## src/rtl/mul_div_unit.sv

```systemverilog
// Iterative HI/LO multiply/divide: shift-add multiply, restoring divide, WIDTH iterations plus one fix-up cycle.
// Result lands 33 edges after start (WIDTH=32); start while busy is dropped; MTHI/MTLO write in one edge from IDLE.
module mul_div_unit #(
  parameter int WIDTH = 32
) (
  input  logic             clk,
  input  logic             rst,
  input  logic             start,
  input  logic [2:0]       op,
  input  logic [WIDTH-1:0] src_a,
  input  logic [WIDTH-1:0] src_b,
  output logic             busy,
  output logic             done,
  output logic [WIDTH-1:0] hi,
  output logic [WIDTH-1:0] lo
);

  localparam int CW = (WIDTH > 1) ? $clog2(WIDTH) : 1;

  localparam logic [1:0] S_IDLE = 2'd0;
  localparam logic [1:0] S_CALC = 2'd1;
  localparam logic [1:0] S_FIX  = 2'd2;

  logic [1:0]         r_state;
  logic [CW-1:0]      r_cnt;
  logic [2*WIDTH-1:0] r_acc;
  logic [WIDTH-1:0]   r_opb;
  logic               r_is_div;
  logic               r_neg_hi;
  logic               r_neg_lo;
  logic               r_done;
  logic [WIDTH-1:0]   r_hi;
  logic [WIDTH-1:0]   r_lo;

  logic               w_signed;
  logic [WIDTH-1:0]   w_abs_a;
  logic [WIDTH-1:0]   w_abs_b;
  logic [WIDTH:0]     w_sum;
  logic [2*WIDTH-1:0] w_mul_next;
  logic [WIDTH:0]     w_shift;
  logic [WIDTH:0]     w_diff;
  logic               w_ge;
  logic [WIDTH-1:0]   w_rem_next;
  logic [2*WIDTH-1:0] w_div_next;
  logic [2*WIDTH-1:0] w_prod;
  logic [WIDTH-1:0]   w_quo;
  logic [WIDTH-1:0]   w_rem;

  assign w_signed = ~op[0];
  assign w_abs_a  = (w_signed && src_a[WIDTH-1]) ? -src_a : src_a;
  assign w_abs_b  = (w_signed && src_b[WIDTH-1]) ? -src_b : src_b;

  // Multiply: upper half accumulates the multiplicand, whole register shifts right each step.
  assign w_sum      = {1'b0, r_acc[2*WIDTH-1:WIDTH]} + (r_acc[0] ? {1'b0, r_opb} : {(WIDTH+1){1'b0}});
  assign w_mul_next = {w_sum, r_acc[WIDTH-1:1]};

  // Divide: upper half is the partial remainder, lower half shifts dividend out / quotient in.
  assign w_shift    = {r_acc[2*WIDTH-1:WIDTH], r_acc[WIDTH-1]};
  assign w_diff     = w_shift - {1'b0, r_opb};
  assign w_ge       = (w_shift >= {1'b0, r_opb});
  assign w_rem_next = w_ge ? w_diff[WIDTH-1:0] : w_shift[WIDTH-1:0];
  assign w_div_next = {w_rem_next, r_acc[WIDTH-2:0], w_ge};

  assign w_prod = r_neg_hi ? -r_acc : r_acc;
  assign w_quo  = r_neg_lo ? -r_acc[WIDTH-1:0] : r_acc[WIDTH-1:0];
  assign w_rem  = r_neg_hi ? -r_acc[2*WIDTH-1:WIDTH] : r_acc[2*WIDTH-1:WIDTH];

  always_ff @(posedge clk or posedge rst) begin
    if (rst) begin
      r_state  <= S_IDLE;
      r_cnt    <= '0;
      r_acc    <= '0;
      r_opb    <= '0;
      r_is_div <= 1'b0;
      r_neg_hi <= 1'b0;
      r_neg_lo <= 1'b0;
      r_done   <= 1'b0;
      r_hi     <= '0;
      r_lo     <= '0;
    end else begin
      r_done <= 1'b0;
      case (r_state)
        S_IDLE: begin
          if (start) begin
            case (op)
              3'b000, 3'b001, 3'b010, 3'b011: begin
                r_state  <= S_CALC;
                r_cnt    <= '0;
                r_acc    <= {{WIDTH{1'b0}}, w_abs_a};
                r_opb    <= w_abs_b;
                r_is_div <= op[1];
                if (op[1]) begin
                  // Divide by zero keeps the all-ones quotient the raw iteration yields.
                  r_neg_hi <= w_signed & src_a[WIDTH-1];
                  r_neg_lo <= w_signed & (src_a[WIDTH-1] ^ src_b[WIDTH-1]) & (|src_b);
                end else begin
                  r_neg_hi <= w_signed & (src_a[WIDTH-1] ^ src_b[WIDTH-1]);
                  r_neg_lo <= 1'b0;
                end
              end
              3'b100:  r_hi <= src_a;
              3'b101:  r_lo <= src_a;
              default: ;
            endcase
          end
        end
        S_CALC: begin
          r_acc <= r_is_div ? w_div_next : w_mul_next;
          r_cnt <= r_cnt + 1'b1;
          if (r_cnt == CW'(WIDTH-1)) begin
            r_state <= S_FIX;
          end
        end
        S_FIX: begin
          if (r_is_div) begin
            r_hi <= w_rem;
            r_lo <= w_quo;
          end else begin
            r_hi <= w_prod[2*WIDTH-1:WIDTH];
            r_lo <= w_prod[WIDTH-1:0];
          end
          r_done  <= 1'b1;
          r_cnt   <= '0;
          r_state <= S_IDLE;
        end
        default: r_state <= S_IDLE;
      endcase
    end
  end

  assign busy = (r_state != S_IDLE);
  assign done = r_done;
  assign hi   = r_hi;
  assign lo   = r_lo;

endmodule

```

## config.mk

```make
export PLATFORM = sky130hd
export DESIGN_NAME = mul_div_unit
export DESIGN_NICKNAME = d
export VERILOG_FILES = /design/src/rtl/mul_div_unit.sv
export SDC_FILE = /design/constraint.sdc
export NUM_CORES = 1
export LEC_CHECK = 0
export BUFFER_PORTS_ARGS = -buffer_cell sky130_fd_sc_hd__buf_2
export CORE_MARGIN = 2
export CORE_UTILIZATION = 50
export DETAILED_ROUTE_END_ITERATION = 10
export PLACE_DENSITY_LB_ADDON = 0.15
export SYNTH_ARGS = -nofsm -noshare
export SYNTH_HDL_FRONTEND = slang
export SYNTH_SLANG_ARGS = --single-unit
```

## constraint.sdc

```tcl
create_clock -name clk -period 7.4 [get_ports clk]
set_clock_uncertainty 0.05 [all_clocks]
set_input_delay 0.74 -clock clk [delete_from_list [all_inputs] [get_ports clk]]
set_output_delay 0.74 -clock clk [all_outputs]
set_load 0.1 [all_outputs]
```

==> qor.yml, run 1 <==
route:
  drcViolationCount: 0
  finalWirelength_mm: 46.6
  ant_nets: 0
  route.vias.total: 13600
  drt-pass1-iter-count: 6
  wl_per_cell_um: 20.8
  viasPerCell: 6.07
  drt_iter0_drc: 1143
outcome:
  outcome: "finished clean"
synthesis:
  syn_area_per_cell_um2: 8.02
  syn_area_um2: 14300
  syn_nets: 1923
  ys_seq_area_share_pct: 30.0
  ys_warn_count: 0
  synth_flop_cell: "dfrtp_1"
  netlist_instances: 1777
  async_flop_share_pct: 100
  synth_edf_count: 0
  yosys_register_bits: 171
  yosysUniqueCellTypes: 74
timing:
  tightest_slew_ns: 1.07
  period_needed_ns: 4.56
  slew_viol_final: 0
  fmax_mhz: 219
  fin_tns_setup_ns: 0
  finalCritPeriodShare_pct: 61.7
  rsz0062_at_grt: "false"
  setup_viol: 0
  timing.slew.headroom_pct: 28.2
  hold_violations: 0
die:
  die_h_um: 173
  start_util_pct: 51.0
  dieArea_um2: 29900
  fp.coreArea_um2: 27900
  num_rows: 61
  ioPinCount: 136
  die_w_um: 173
clocking:
  cts_setup_buffers: 0
  numCtsBuffers: 17
  ctsHtreeMaxLevel: 4
  root_buffer: "clkbuf_16"
  cts.sinks: 171
  cts_resized: 0
  cts_buffer_depth: 2
  cts_tree: "done"
  clkLatencyLatePin_ns: 0.45
  cts_hold_buffers: 0
  clk_pin_slew_ns: 0.08
critical_path:
  path_max_fanout: 32
  critical_path_class: "reg -> reg"
  critPathArrivalTime_ns: 4.84
  worstSetupStartpointType: "flop"
  worstPathRequired_ns: 7.67
  critPathCaptureType: "flop"
hold_path:
  hp-class: "in -> async"
global_routing:
  grt-ovfl-total: 0
  grt_pass1_vias: 12700
  grt_start_max_net_pins: 78
  antenna_found_initial: 0
  grt_usage_pct: 30.9
  grt_pass1_wl_mm: 72.9
cells_and_area:
  fill_cells: 2705
  nets: 1989
  syn_to_final_growth_pct: 10.4
  layout_common_cells: "o21ai_0, nand2_1, dfrtp_1"
  drive_above_1_share_pct: 12.0
  diodes: 0
  final_common_cell: "o21ai_0"
placed_design:
  port_buffers: 135
  place.gp.congestion: 0.962
  hpwl_mm: 36.2
job:
  drv_cap: 0
## worst paths after layout
path | startpoint | endpoint | slack, ns | cells past startpoint
worst min-delay path | rst | r_cnt[0] | 0.39 | 2
max in group asynchronous | rst | lo[28] | 5.10 | 4
worst min register to register | hi[29] | hi[29] | 0.42 | 1
min in group clk | hi[29] | hi[29] | 0.42 | 1
worst max-delay path | r_acc[0] | r_acc[60] | 2.84 | 12
worst max register to register | r_acc[0] | r_acc[60] | 2.84 | 12
## cells by family after synthesis
group	count (synthesis)	synth area share (%)
compound gates	625	27.6
flops	171	30.0
fa+ha+maj	76	6.78
simple gates	505	16.4
xor+xnor	172	10.6
mux	54	3.88
buf+inv	174	4.74
## state kept, by name, indices dropped and copies added, names as in the netlist
| name | flops |
|---|---|
| hi | 32 |
| r_is_div | 1 |
| r_cnt | 5 |
| done | 1 |
| r_state | 2 |
| r_acc | 64 |
| r_neg_hi | 1 |
| r_neg_lo | 1 |
| lo | 32 |
| r_opb | 32 |
## critical path, cell delays in order (launching register included)
cell       delay (ns)
dfrtp_1          0.45
inv_1            0.78
nor2_1           0.14
ha_1             0.38
a2111oi_0        0.62
o31ai_1          0.21
a31oi_1          0.37
a21oi_1          0.23
a31oi_1          0.38
o41ai_1          0.22
xor2_1           0.17
a221oi_1         0.31
o21ai_0          0.12
## routing by layer
| metal | vias up | track usage (%) | share of wire [%] |
|---|---|---|---|
| met3 | 106 | 3.94 | 7.1 |
| met1 | 6321 | 41.4 | 43 |
| li1 | 6534 | - | - |
| met2 | 605 | 49.8 | 45 |
| met4 | 0 | 14.5 | 4.7 |
| met5 | - | 0 | 0 |
## area by class of cell
| class | instances | area, µm² | area share, % |
|---|---|---|---|
| multi-input combinational | 1432 | 9350 | 59.4 |
| timing repair buffer | 149 | 781 | 4.96 |
| clock buffer | 18 | 429 | 2.73 |
| sequential | 171 | 4280 | 27.2 |
| clock inverter | 14 | 145 | 0.923 |
| tap | 378 | 473 | 3.01 |
| inverter | 72 | 275 | 1.75 |
## Yosys cell counts, drive strengths merged (10+ instances only)
cell    count  area share (%)
a211oi     46             2.4
a21o       72             3.8
a21oi     127             4.5
a22oi      10            0.53
a31oi      16            0.70
and3       11            0.48
buf        17            0.60
clkbuf     85             2.2
dfrtp     171              30
ha         74             6.5
inv        70             1.8
mux2       10            0.79
mux2i      44             3.1
nand2     191             5.0
nand2b     13            0.57
nand3      18            0.63
nor2      151             4.0
nor2b      11            0.48
nor3       28             1.0
nor4       14            0.97
o211ai     11            0.58
o21ai     220             7.8
o31ai      34             1.8
o41ai      17             1.1
or3        24             1.1
xnor2      89             5.5
xor2       83             5.1
## metrics by stage
| step | hold slack (ns) | setup slack (ns) | std cells | util, % | instance area, µm² |
|---|---|---|---|---|---|
| after floorplan | 0.393 | 1.98 | 1777 | - | 14300 |
| after global placement | 0.406 | 3.04 | 2202 | 54.3 | 15200 |
| after detailed placement | 0.410 | 2.85 | 2202 | 54.3 | 15200 |
| after CTS | 0.415 | 2.82 | 2234 | 56.3 | 15700 |
| after global routing | 0.439 | 2.35 | 2234 | 56.3 | 15700 |
| final | 0.388 | 2.84 | 2234 | 56.3 | 15700 |
Power of run 1 is left out: the tool's default activity adds up to more than one toggle a clock period on the data nets, which glitch-free logic cannot reach.
==> run 2, diff against run 1 <==
- clock period: 7.4 -> 4.67 ns (I/O delays scaled with it)
==> qor.yml, run 2 (synthesis results as in run 1) <==
placed_design:
  place.gp.congestion: 1.01  # +4.8%
  port_buffers: 135  # unchanged
  post_dp_cell_area_um2: 15200  # +0.62%
  dp.cells: 2213  # +0.50%
  hpwl_mm: 36.3  # +0.43%
route:
  finalWirelength_mm: 46.4  # -0.43%
  drt-pass1-iter-count: 5  # -1
  ant_nets: 0  # unchanged
  viasPerCell: 6.03  # -0.78%
  route.vias.total: 13500  # -0.29%
  wl_per_cell_um: 20.7  # -0.92%
  drt_iter0_drc: 1293  # +13%
  drcViolationCount: 0  # unchanged
cells_and_area:
  largest_register_ffs: 64  # unchanged
  final_util_pct: 56.8  # +0.52 points
  final_common_cell: "o21ai_0"
  fin_area_um2: 15900  # +0.93%
  fill_cells: 2692  # -0.48%
  nets: 2000  # +0.55%
  drive_above_1_share_pct: 12.6  # +0.57 points
  layout_common_cells: "o21ai_0, nand2_1, dfrtp_1"
  diodes: 0  # unchanged
  fin_cells: 2245  # +0.49%
  top_register: "r_acc"
  syn_to_final_growth_pct: 11.4
job:
  drv_cap: 0  # unchanged
timing:
  rsz0062_at_grt: "false"
  period_needed_ns: 3.88  # -0.685 ns
  fin_tns_setup_ns: 0  # unchanged
  hold_violations: 0  # unchanged
  slew_viol_final: 0  # unchanged
  tightest_slew_ns: 1.01  # -0.0647 ns
  finalCritPeriodShare_pct: 83.1  # +21 points
  setup_viol: 0  # unchanged
  timing.slew.headroom_pct: 32.7  # +4.5 points
  fmax_mhz: 258  # +18%
hold_path:
  hp-class: "in -> async"
clocking:
  root_buffer: "clkbuf_16"
  clk_pin_slew_ns: 0.08  # about the same
  clkLatencyLatePin_ns: 0.46  # about the same
  cts.sinks: 171  # unchanged
  cts_tree: "done"
  cts_hold_buffers: 0  # unchanged
  cts_resized: 0  # unchanged
  cts_buffer_depth: 2  # unchanged
  numCtsBuffers: 17  # unchanged
  ctsHtreeMaxLevel: 4  # unchanged
  cts_setup_buffers: 0  # unchanged
global_routing:
  grt-ovfl-total: 0  # unchanged
  grt_usage_pct: 30.9  # about the same
  grt_pass1_vias: 12700  # +0.016%
  antenna_found_initial: 0  # unchanged
  grt_pass1_wl_mm: 72.9  # about the same
  grt_start_max_net_pins: 138  # +77%
die:
  num_rows: 61  # unchanged
  fp.coreArea_um2: 27900  # unchanged
  ioPinCount: 136  # unchanged
  dieArea_um2: 29900  # unchanged
  start_util_pct: 51.0  # unchanged
  die_h_um: 173  # unchanged
  die_w_um: 173  # unchanged
critical_path:
  worstSetupStartpointType: "flop"
  r2r-end: "r_acc[60]"
  worstPathRequired_ns: 4.95  # -2.72 ns
  reg2reg_from: "r_acc[0]"
  critPathArrivalTime_ns: 4.16  # -0.68 ns
  reg2reg_slack_ns: 0.79  # -2.05 ns
  path_max_fanout: 29  # -9.4%
  critPathCaptureType: "flop"
  critical_path_class: "reg -> reg"
  ff2ff_path_depth: 13  # +1
outcome:
  outcome: "finished clean"
## run 2: changes by cell type in the layout (fill, tap and decap cells not counted), sizes merged
cell    before  now
clkinv       5    9
inv         79   75
bufinv       0    1
buf        149  160
clkbuf      18   17
## run 2: layout make-up
class	count	area [µm²]	area share, %
clock buffer	17	425	2.68
clock inverter	15	201	1.27
inverter	72	274	1.73
multi-input combinational	1432	9350	58.9
sequential	171	4280	27.0
tap	378	473	2.98
timing repair buffer	160	876	5.52
## run 2: how the worst max path moves through the flow
stage | endpoint | startpoint | slack (ns) | depth (start not counted)
2_1_floorplan | r_acc[60] | r_acc[0] | 1.26 | 13
3_3_place_gp | r_acc[60] | r_acc[0] | 0.91 | 13
3_5_place_dp | r_acc[60] | r_acc[0] | 0.82 | 13
4_1_cts | r_acc[60] | r_acc[0] | 0.80 | 13
5_1_grt | r_acc[60] | r_acc[0] | 0.53 | 13
6_report | r_acc[60] | r_acc[0] | 0.79 | 13
## run 2: metrics by stage
stage | hold WS [ns] | worst slack [ns]
floorplan | 0.393 | 1.26
global placement | 0.406 | 0.911
detailed placement | 0.410 | 0.824
CTS | 0.108 | 0.801
global route | 0.143 | 0.529
finish | 0.0861 | 0.790
## run 2: critical path: stages (launching register included)
cell	delay, ns
dfrtp_1	0.39
inv_1	0.15
buf_4	0.34
nor2_1	0.10
ha_1	0.21
a2111oi_0	0.52
o31ai_1	0.19
a31oi_1	0.38
a21oi_1	0.22
a31oi_1	0.39
o41ai_1	0.22
xor2_1	0.18
a221oi_1	0.30
o21ai_0	0.12
## run 2: metal layers
layer	track usage, %	share of wire, %
met4	14.1	4.7
met2	49.5	45
met5	0	0
met3	4.11	7.0
met1	41.8	44
Power of run 2 is left out for the same reason.
